--- config.mk ---
export PLATFORM = sky130hd
export DESIGN_NAME = sprite_compositor
export DESIGN_NICKNAME = d
export VERILOG_FILES = /design/src/rtl/racer_pkg.sv /design/src/rtl/sprite_hit.sv /design/src/rtl/sprite_compositor.sv
export SDC_FILE = /design/constraint.sdc
export NUM_CORES = 1
export LEC_CHECK = 0
export CORE_MARGIN = 3
export CORE_UTILIZATION = 40
export CTS_BUF_LIST = sky130_fd_sc_hd__clkbuf_8
export CTS_CLUSTER_DIAMETER = 150
export DETAILED_ROUTE_END_ITERATION = 12
export SYNTH_ARGS = -nofsm -noshare
export SYNTH_HDL_FRONTEND = slang
export SYNTH_HIERARCHICAL = 1
export SYNTH_SLANG_ARGS = --single-unit
--- constraint.sdc ---
create_clock -name clk -period 11.5 [get_ports clk]
set_input_delay 2.3 -clock clk [delete_from_list [all_inputs] [get_ports clk]]
set_output_delay 2.3 -clock clk [all_outputs]
set_load 0.02 [all_outputs]
--- src/rtl/racer_pkg.sv ---
// Shared types and colour constants for the racer track renderer.
package racer_pkg;

    localparam int COORD_W = 10;
    localparam int COLOR_W = 32;

    typedef logic [COORD_W-1:0] coord_t;
    typedef logic [COLOR_W-1:0] color_t;

    typedef struct packed {
        coord_t x;
        coord_t y;
        logic   vis;
    } sprite_pos_t;

    localparam color_t GRASS_COLOR = 32'h0056B000;
    localparam color_t ROAD_COLOR  = 32'h00000000;
    localparam color_t TRANSP_KEY  = 32'h00FF00FF;

endpackage

--- src/rtl/sprite_hit.sv ---
// One sprite channel: registered rectangle hit test plus the texel address sent to the sprite ROM.
module sprite_hit
    import racer_pkg::*;
#(
    parameter int SPR_W = 100,
    parameter int SPR_H = 124
) (
    input  logic        clk,
    input  logic        rst,
    input  sprite_pos_t spritePos,
    input  coord_t      pixelX,
    input  coord_t      pixelY,
    output logic        hit,
    output coord_t      posX,
    output coord_t      posY
);

    typedef logic [COORD_W:0] wide_t;

    // One extra bit keeps x+SPR_W from wrapping, so a sprite near the right edge clips instead.
    wide_t pxWide, pyWide, xWide, yWide, xEnd, yEnd;
    logic  inX, inY;

    assign pxWide = {1'b0, pixelX};
    assign pyWide = {1'b0, pixelY};
    assign xWide  = {1'b0, spritePos.x};
    assign yWide  = {1'b0, spritePos.y};
    assign xEnd   = xWide + wide_t'(SPR_W);
    assign yEnd   = yWide + wide_t'(SPR_H);
    assign inX    = (pxWide >= xWide) && (pxWide < xEnd);
    assign inY    = (pyWide >= yWide) && (pyWide < yEnd);

    always_ff @(posedge clk or posedge rst) begin
        if (rst) begin
            hit  <= 1'b0;
            posX <= '0;
            posY <= '0;
        end else begin
            hit  <= spritePos.vis & inX & inY;
            posX <= pixelX - spritePos.x;
            posY <= pixelY - spritePos.y;
        end
    end

endmodule

--- src/rtl/sprite_compositor.sv ---
// Composites NUM_SPRITES ROM-backed sprites over the track background; positions are
// double-buffered so the active bank only changes at frame start.
module sprite_compositor
    import racer_pkg::*;
#(
    parameter int                        NUM_SPRITES = 4,
    parameter int                        COORD_W     = racer_pkg::COORD_W,
    parameter int                        COLOR_W     = racer_pkg::COLOR_W,
    parameter int                        SPR_W       = 100,
    parameter int                        SPR_H       = 124,
    parameter int                        MARGIN_L    = 100,
    parameter int                        MARGIN_R    = 540,
    parameter logic [COLOR_W-1:0]        GRASS_COLOR = racer_pkg::GRASS_COLOR,
    parameter logic [COLOR_W-1:0]        ROAD_COLOR  = racer_pkg::ROAD_COLOR,
    parameter logic [COLOR_W-1:0]        TRANSP_KEY  = racer_pkg::TRANSP_KEY,
    parameter int                        ROM_LAT     = 1,
    localparam int                       IDX_W       = (NUM_SPRITES > 1) ? $clog2(NUM_SPRITES) : 1
) (
    input  logic                           clk,
    input  logic                           rst,
    input  logic [COORD_W-1:0]             pixelX,
    input  logic [COORD_W-1:0]             pixelY,
    input  logic                           frame_start,
    input  logic                           wr_en,
    input  logic [IDX_W-1:0]               wr_idx,
    input  logic [COORD_W-1:0]             wr_x,
    input  logic [COORD_W-1:0]             wr_y,
    input  logic                           wr_vis,
    output logic                           wr_ready,
    output logic [NUM_SPRITES*COORD_W-1:0] spr_posX,
    output logic [NUM_SPRITES*COORD_W-1:0] spr_posY,
    input  logic [NUM_SPRITES*COLOR_W-1:0] spr_dato,
    output logic [COLOR_W-1:0]             dato
);

    localparam logic [31:0] MARGIN_L_W = MARGIN_L;
    localparam logic [31:0] MARGIN_R_W = MARGIN_R;
    localparam logic [COORD_W-1:0] MARGIN_L_C = MARGIN_L_W[COORD_W-1:0];
    localparam logic [COORD_W-1:0] MARGIN_R_C = MARGIN_R_W[COORD_W-1:0];

    sprite_pos_t shadowBank [NUM_SPRITES];
    sprite_pos_t activeBank [NUM_SPRITES];

    logic [NUM_SPRITES-1:0] hitNow;
    logic [COLOR_W-1:0]     bgNow;
    logic [NUM_SPRITES-1:0] hitPipe [ROM_LAT];
    logic [COLOR_W-1:0]     bgPipe  [ROM_LAT];
    logic [COLOR_W-1:0]     pixelSel;

    // Writes land in the shadow bank; the frame_start cycle refuses them so commit sees a stable bank.
    assign wr_ready = ~frame_start;

    always_ff @(posedge clk or posedge rst) begin
        if (rst) begin
            for (int i = 0; i < NUM_SPRITES; i++) begin
                shadowBank[i] <= '0;
                activeBank[i] <= '0;
            end
        end else begin
            if (wr_en && wr_ready && (int'(wr_idx) < NUM_SPRITES))
                shadowBank[wr_idx] <= '{x: wr_x, y: wr_y, vis: wr_vis};
            if (frame_start)
                for (int i = 0; i < NUM_SPRITES; i++)
                    activeBank[i] <= shadowBank[i];
        end
    end

    for (genvar g = 0; g < NUM_SPRITES; g++) begin : gen_channel
        sprite_hit #(
            .SPR_W(SPR_W),
            .SPR_H(SPR_H)
        ) u_hit (
            .clk      (clk),
            .rst      (rst),
            .spritePos(activeBank[g]),
            .pixelX   (pixelX),
            .pixelY   (pixelY),
            .hit      (hitNow[g]),
            .posX     (spr_posX[g*COORD_W +: COORD_W]),
            .posY     (spr_posY[g*COORD_W +: COORD_W])
        );
    end

    // Background is resolved in stage 0 and then rides the delay line alongside the hit vector.
    always_ff @(posedge clk or posedge rst) begin
        if (rst) begin
            bgNow <= '0;
            for (int k = 0; k < ROM_LAT; k++) begin
                hitPipe[k] <= '0;
                bgPipe[k]  <= '0;
            end
        end else begin
            bgNow      <= ((pixelX < MARGIN_L_C) || (pixelX > MARGIN_R_C)) ? GRASS_COLOR : ROAD_COLOR;
            hitPipe[0] <= hitNow;
            bgPipe[0]  <= bgNow;
            for (int k = 1; k < ROM_LAT; k++) begin
                hitPipe[k] <= hitPipe[k-1];
                bgPipe[k]  <= bgPipe[k-1];
            end
        end
    end

    // Scanning from the last channel down lets the lowest opaque index win.
    always_comb begin
        pixelSel = bgPipe[ROM_LAT-1];
        for (int i = NUM_SPRITES - 1; i >= 0; i--) begin
            if (hitPipe[ROM_LAT-1][i] && (spr_dato[i*COLOR_W +: COLOR_W] != TRANSP_KEY))
                pixelSel = spr_dato[i*COLOR_W +: COLOR_W];
        end
    end

    always_ff @(posedge clk or posedge rst) begin
        if (rst) dato <= '0;
        else     dato <= pixelSel;
    end

endmodule

After elaboration in Yosys (flattened, before gate mapping)
Index checks and enable logic that the tools add are counted.
Word-level totals
  input bits: 175
  output and inout bits: 113
  bits in registers: 334
  word-level logic and storage cells: 113
Operators by class
  add/subtract/negate cells: 16
  equal/unequal tests: 4
  muxes and demuxes: 8
  reduce and logical (&&, ||, !) cells: 15
  bitwise operators: 10
  magnitude comparators: 20
Operators by type and width (number)
  $mux W32: 4
  $ne A32 B24 Y1 const B: 4
  $add A10 B7 Y11 const B: 8
  $lt A10 B11 Y1: 8
  $bwmux W84: 1
  $ge A10 B10 Y1: 8
  $sub A10 B10 Y10: 8
  $demux W21 S2: 1
  $mux W23: 1
  $mux W21: 1
  $logic_and A1 B1 Y1: 14
  $gt A10 B10 Y1 const B: 1
  $lt A10 B7 Y1 const B: 1
  $and A1 B1 Y1: 8
  $ge A3 B3 Y1 const B: 1
  $lt A3 B1 Y1 const B: 1
  $not A2 Y3: 1
  $logic_or A1 B1 Y1: 1
  $not A1 Y1: 1

Longest topological paths before layout
Gate-level depths: netlist (run 1).
  depth after elaboration: 6
  gate-level depth with buffers: 11

By module
Netlist (run 1), hierarchy kept.
By module, submodules not included
  sprite_compositor: sequential area each 5154.9 sq um, area an instance 8749.6 sq um, cells each 657, times used 1
  sprite_hit: sequential area each 525.5 sq um, area an instance 2049.5 sq um, cells each 234, times used 4

Least setup slack after synthesis (run 1)
OpenSTA, ideal clock, no wires.
  kind: input to output
  start point: input frame_start
  end point: output wr_ready
  stages on the path: 2
  setup slack: 6570 ps
  buffers on the path: 1
  arrival: 2630 ps
  required time: 9200 ps
  cells stage by stage: clkbuf_1 -> inv_1
Between the ends
  longest elaborated chain between the ends: 1
RTL lines
  from (decl): line sprite_compositor.sv:23  | input logic frame_start,
  $not A1 Y1: line sprite_compositor.sv:51  | assign wr_ready = ~frame_start;
  to (decl): line sprite_compositor.sv:29  | output logic wr_ready,
No other way between the ends.

Final worst setup path (run 1)
Same ends and word-level chain as after synthesis.

==> flow_summary.toml, run 1 <==
[setup_path]
crit_cells = 3
path_class = "in -> out"
worst_ep_required_ps = 9200
crit_family = "buffers and inverters"
critical_path.endpoint_type = "output pin"
worstSetupStartpointType = "input port"
reg2regPathDepth = 10
crit_arrival_ps = 3390
worst_path_buf_inv = 3
crit_path_max_incr_delay_ps = 560
largest_fanout_on_the_critical_path = 36
critPathSlowestCell = "clkdlybuf4s50_1"
crit_path_cell_trace = "buf_4, inv_1, clkdlybuf4s50_1"

[synth]
synthesis.area_um2 = 16950
syn_area_per_cell_um2 = 10.64
ys_ff_latch = 290
yosys_most_used_dff = "dfrtp_1"
syn-num-nets = 1928
async_reset_ff_share_pct = 100.0
netlist_instances = 1593
ys_types = 63
ys.warnings.count = 6
synth_enable_flop_cells = 0
synth_seq_area_share_pct = 42.82

[floorplanning]
initial_core_util_pct = 41.04
fp.dieW_um = 211.8
chip_height_um = 211.8
core_area_um2 = 41290
die_area_um2 = 44870
fp-row-count = 74
io_pins = 288

[clocking]
tritoncts = "yes"
cts_post_setup_buffers_inserted = 0
ctsResizeCount = 0
tritoncts_buffer_count = 52
cts.path.max_buffers = 3
htree_levels = 2
cts.clk_slew.worst_paths_ps = 50
clock-sinks = 290
insertion_delay_ps = 640
cts-root-buf = "clkbuf_8"
hold_buffers = 0

[placed_design]
placed_cells_incl_taps = 2382
place.port_buffers = 287
pre_cts_ws_ps = 5795
hpwlAfterDp_um = 39990
final_weighted_congestion_in_routability_driven_placement = 0.8893

[timing]
maxSlewHeadroom_pct = 18.04
finalCriticalPeriod_ps = 5686
report.final.setup_viol = 0
postLayoutSetupSlackWorst_ps = 5814
number_of_endpoints_with_negative_hold_slack_in_the_final_report = 0
post-route-period-util_pct = 49.44
worst_pin_slew_ps = 1229
fin_setup_tns_ps = 0
hold_ws_ps = 354.3
report.final.slew_viol_count = 0
grt_setup_unrepaired = "false"
fin_worst_skew_ps = 32.51
fmax_ghz = 0.1759

[layout]
final_cell_mix = "dfrtp_1 (290), clkdlybuf4s50_1 (286), inv_1 (179), mux2_2 (169), ha_1 (152)"
final_nets = 2239
area_growth_syn_to_layout_pct = 27.10
mostFrequentLayoutCell = "dfrtp_1"
antenna_cells = 0
drive_above_1_share_pct = 14.99
instances_no_fill = 2473

[min_path]
worstHoldPathCells = 0
min-delay-path-class = "reg -> reg"

[grt]
grt_util_all_layers_pct = 23.45
antenna_found_initial = 1
grt_pass1_vias = 13940
grt_pass1_wl_um = 80750
grt_overflow = 0
grt_max_degree = 124

[drt]
drt.antenna.violating_nets = 0
drc = 0
drt-wirelength-per-cell_um = 21.46
vias = 13630
viasPerCell = 5.511
wirelength_um = 53060
detailedRoute.firstPassIterationCount = 5
drt_first_iter_violations = 692

[power]
vdd.ir_drop.worst_uv = 134.1
report.power.total_w = 0.004540
p_per_area_nw_per_um2 = 210.8
leakagePower_nw = 9.535

[run_status]
run_status = "completed"

[flow_run]
cap_violations = 0
[flip-flops by register name, summed over array words and instances, names as in the netlist]
register,cells
gen_channel.u_hit/posY,40
bgNow,1
gen_channel.u_hit/posX,40
bgPipe,1
hitPipe,4
dato,32
activeBank,84
gen_channel.u_hit/hit,4
shadowBank,84
[synthesized netlist by cell type, types with 12 or more instances]
library cell	count	share of area (%)
o211ai_1	16	0.71
clkbuf_1	30	0.66
and4_1	13	0.67
nor4_1	12	0.44
ha_1	152	11
o31ai_1	29	1.3
o21a_1	13	0.58
nand2_1	80	1.8
inv_1	164	3.6
and2_1	14	0.52
a211oi_1	19	0.84
nor3_1	28	0.83
a211o_1	16	0.83
nand4_1	29	1.1
nor2b_1	12	0.44
xor2_1	12	0.62
nor2_1	79	1.7
or4_1	14	0.62
dfrtp_1	290	43
nand3_1	16	0.47
mux2_2	169	11
xnor2_1	76	3.9
o21ai_0	40	1.2
a21oi_1	97	2.9
nand2b_1	12	0.44
a311oi_1	25	1.3
[area by class of cell]
| cell class | instances | area (µm²) |
|---|---|---|
| inverters | 164 | 623.1 |
| repair buffers | 298 | 2953 |
| fillers | 3700 | 19750 |
| clock buffers | 62 | 853.3 |
| flip-flops and latches | 290 | 7257 |
| clock inverters | 29 | 217.7 |
| well taps | 532 | 665.6 |
| multi-input cells | 1098 | 8971 |
[cell families after synthesis]
family / Yosys count / share of synthesized area (%)
adder cells (fa/ha/maj): 160 / 12.17
flip-flops: 290 / 42.82
AO/OA/AOI/OAI: 333 / 13.60
XOR/XNOR: 88 / 4.548
AND/OR/NAND/NOR: 345 / 10.82
buffers and inverters: 205 / 4.644
multiplexers: 172 / 11.41
[worst paths after layout]
path / startpoint / end / slack (ps)
setup / recovery: frame_start / wr_ready / 5810
hold / removal: gen_channel[3].u_hit/hit / hitPipe[3] / 350
setup reg to reg: activeBank[45] / gen_channel[1].u_hit/hit / 8770
hold reg to reg: gen_channel[3].u_hit/hit / hitPipe[3] / 350
max in group asynchronous: rst / activeBank[1] / 7440
min in group asynchronous: rst / hitPipe[0] / 2440
[metrics by stage]
stage                     cell area (µm²)  util, %
after CTS                           21540    52.16
after global routing                21540    52.16
after floorplan                     16950        -
final                               21540    52.16
after global placement              20470    49.57
after detailed placement            20470    49.57
[report_power, final]
part / switching, W / internal, W
Sequential: 0.000200 / 0.00134
Clock: 0.000445 / 0.000556
Combinational: 0.00105 / 0.000948
Total: 0.00169 / 0.00285
[layer usage]
metal  track usage (%)  vias to the layer above  share of wire [%]
met5                 0                        -                  0
met4             10.39                        0                4.2
li1                  -                     6419                  -
met3             4.001                      126                6.1
met2             40.51                      458                 48
met1             28.88                     6626                 42
Power figures use the tool's default switching activity.
==> inputs of run 2 (changes only) <==
--- a/config.mk
+++ b/config.mk
@@ -10,6 +10,7 @@
 export CTS_BUF_LIST = sky130_fd_sc_hd__clkbuf_8
 export CTS_CLUSTER_DIAMETER = 150
 export DETAILED_ROUTE_END_ITERATION = 12
+export PLACE_DENSITY = 0.65
 export SYNTH_ARGS = -nofsm -noshare
 export SYNTH_HDL_FRONTEND = slang
 export SYNTH_HIERARCHICAL = 1
==> constraint.sdc (replaced) <==
create_clock -name clk -period 4.95 [get_ports clk]
set_input_delay 0.99 -clock clk [delete_from_list [all_inputs] [get_ports clk]]
set_output_delay 0.99 -clock clk [all_outputs]
set_load 0.02 [all_outputs]
==> flow_summary.toml, run 2 (synthesis gave the netlist of run 1 again) <==
[min_path]
min-delay-path-class = "reg -> reg"
hold-path-endpoint = "hitPipe[3]"
worstHoldPathCells = 0
worstHoldStart = "gen_channel[3].u_hit/hit"

[timing]
hold_ws_ps = 334.4
report.final.setup_viol = 0
grt_setup_unrepaired = "false"
fin_worst_skew_ps = 41.31
report.final.slew_viol_count = 0
maxSlewHeadroom_pct = 25.12
number_of_endpoints_with_negative_hold_slack_in_the_final_report = 0
post-route-period-util_pct = 70.36
finalCriticalPeriod_ps = 3483
fin_setup_tns_ps = 0
worst_pin_slew_ps = 1123
fmax_ghz = 0.2871

[flow_run]
cap_violations = 0

[placed_design]
final_weighted_congestion_in_routability_driven_placement = 0.8969
place.port_buffers = 287
hpwlAfterDp_um = 41000

[layout]
antenna_cells = 0
area_growth_syn_to_layout_pct = 28.09
final_nets = 2249
mostFrequentLayoutCell = "dfrtp_1"
reg_top3 = "activeBank: 84 flops, shadowBank: 84 flops"
drive_above_1_share_pct = 15.70
final_cell_mix = "dfrtp_1 (290), clkdlybuf4s50_1 (286), inv_1 (177), mux2_2 (169), ha_1 (152)"
fillCellCount = 3666

[setup_path]
worst_ep_required_ps = 5440
critical_path.endpoint_type = "flop"
reg2regPathDepth = 10
largest_fanout_on_the_critical_path = 37
reg2reg_slack_ps = 2270
worst_r2r_endpoint = "gen_channel[1].u_hit/hit"
worstSetupStartpointType = "input port"
r2r_start = "activeBank[45]"
path_class = "in -> reg"
crit_arrival_ps = 3970

[drt]
drt_first_iter_violations = 626
drt-wirelength-per-cell_um = 21.54
drt.antenna.violating_nets = 0
drc = 0
wirelength_um = 53560
vias = 13620
detailedRoute.firstPassIterationCount = 5
viasPerCell = 5.474

[power]
leakagePower_nw = 9.616
p_per_area_nw_per_um2 = 492.2
clockPowerShare_pct = 22.8
power.combinational.fraction_pct = 43.6
vdd.ir_drop.worst_uv = 239.1
power.net_switching_w = 0.003965
sw_frac_of_total_pct = 37.12
sequential_power_share_pct = 33.6
internal_power_w = 0.006719

[floorplanning]
chip_height_um = 211.8
fp-row-count = 74
io_pins = 288
core_area_um2 = 41290
die_area_um2 = 44870
fp.dieW_um = 211.8
initial_core_util_pct = 41.04

[grt]
grt_util_all_layers_pct = 23.68
grt_max_degree = 82
grt_overflow = 0
antenna_found_initial = 0
grt_pass1_wl_um = 81410
grt_pass1_vias = 14180

[clocking]
cts_post_setup_buffers_inserted = 0
hold_buffers = 0
clock-sinks = 290
ctsResizeCount = 0
tritoncts = "yes"
cts.clk_slew.worst_paths_ps = 60
tritoncts_buffer_count = 53
htree_levels = 2
cts.path.max_buffers = 3
insertion_delay_ps = 640
cts-root-buf = "clkbuf_8"

[run_status]
run_status = "completed"
run 2: cell type report:
class | count | area, µm² | share of cell area (%)
multi-input combinational | 1098 | 8971 | 41.33
inverter | 164 | 619.3 | 2.853
sequential | 290 | 7257 | 33.43
timing repair buffer | 307 | 3045 | 14.03
clock buffer | 71 | 977.2 | 4.501
tap | 532 | 665.6 | 3.066
clock inverter | 25 | 172.7 | 0.7954
run 2: worst max-delay path by stage:
stage                 start       endpoint  cells past startpoint
3_3_place_gp   spr_dato[12]       dato[13]                      6
3_5_place_dp   spr_dato[12]       dato[13]                      6
6_report       spr_dato[12]       dato[13]                      6
5_1_grt        spr_dato[12]       dato[12]                      6
2_1_floorplan           rst  activeBank[0]                      1
4_1_cts        spr_dato[12]       dato[13]                      6
run 2: metal layers:
metal,wire length (µm),up-vias,part of all wire (%),track usage (%)
met5,0,-,0,0
met4,2041,0,3.8,9.908
met3,2621,111,4.9,4.179
met2,26250,386,49,41.57
met1,22640,6695,42,28.73
li1,-,6423,-,-
run 2: critical path, stage by stage:
cell	delay (ps)
clkdlybuf4s50_1	450
or4b_2	670
nor4_1	540
a41oi_4	480
buf_4	430
a221o_1	380
run 2: per-stage QoR:
stage	total power (W)	utilization, %	instance area (µm²)	instances	worst slack [ps]
2_1_floorplan	0.006422	-	16950	1593	1288
3_3_place_gp	0.008201	49.78	20560	2391	771.8
3_5_place_dp	0.008298	49.78	20560	2391	807.1
4_1_cts	0.01082	52.57	21710	2487	1464
5_1_grt	0.01142	52.57	21710	2487	1300
6_report	0.01068	52.57	21710	2487	1467
run 2: power groups by stage:
stage	logic [W]	clock network, W	registers [W]
after floorplan	0.00243	0	0.00399
after global placement	0.00458	0	0.00362
after detailed placement	0.00466	0	0.00363
after CTS	0.00469	0.00252	0.00360
after global routing	0.00511	0.00263	0.00368
final	0.00466	0.00244	0.00359
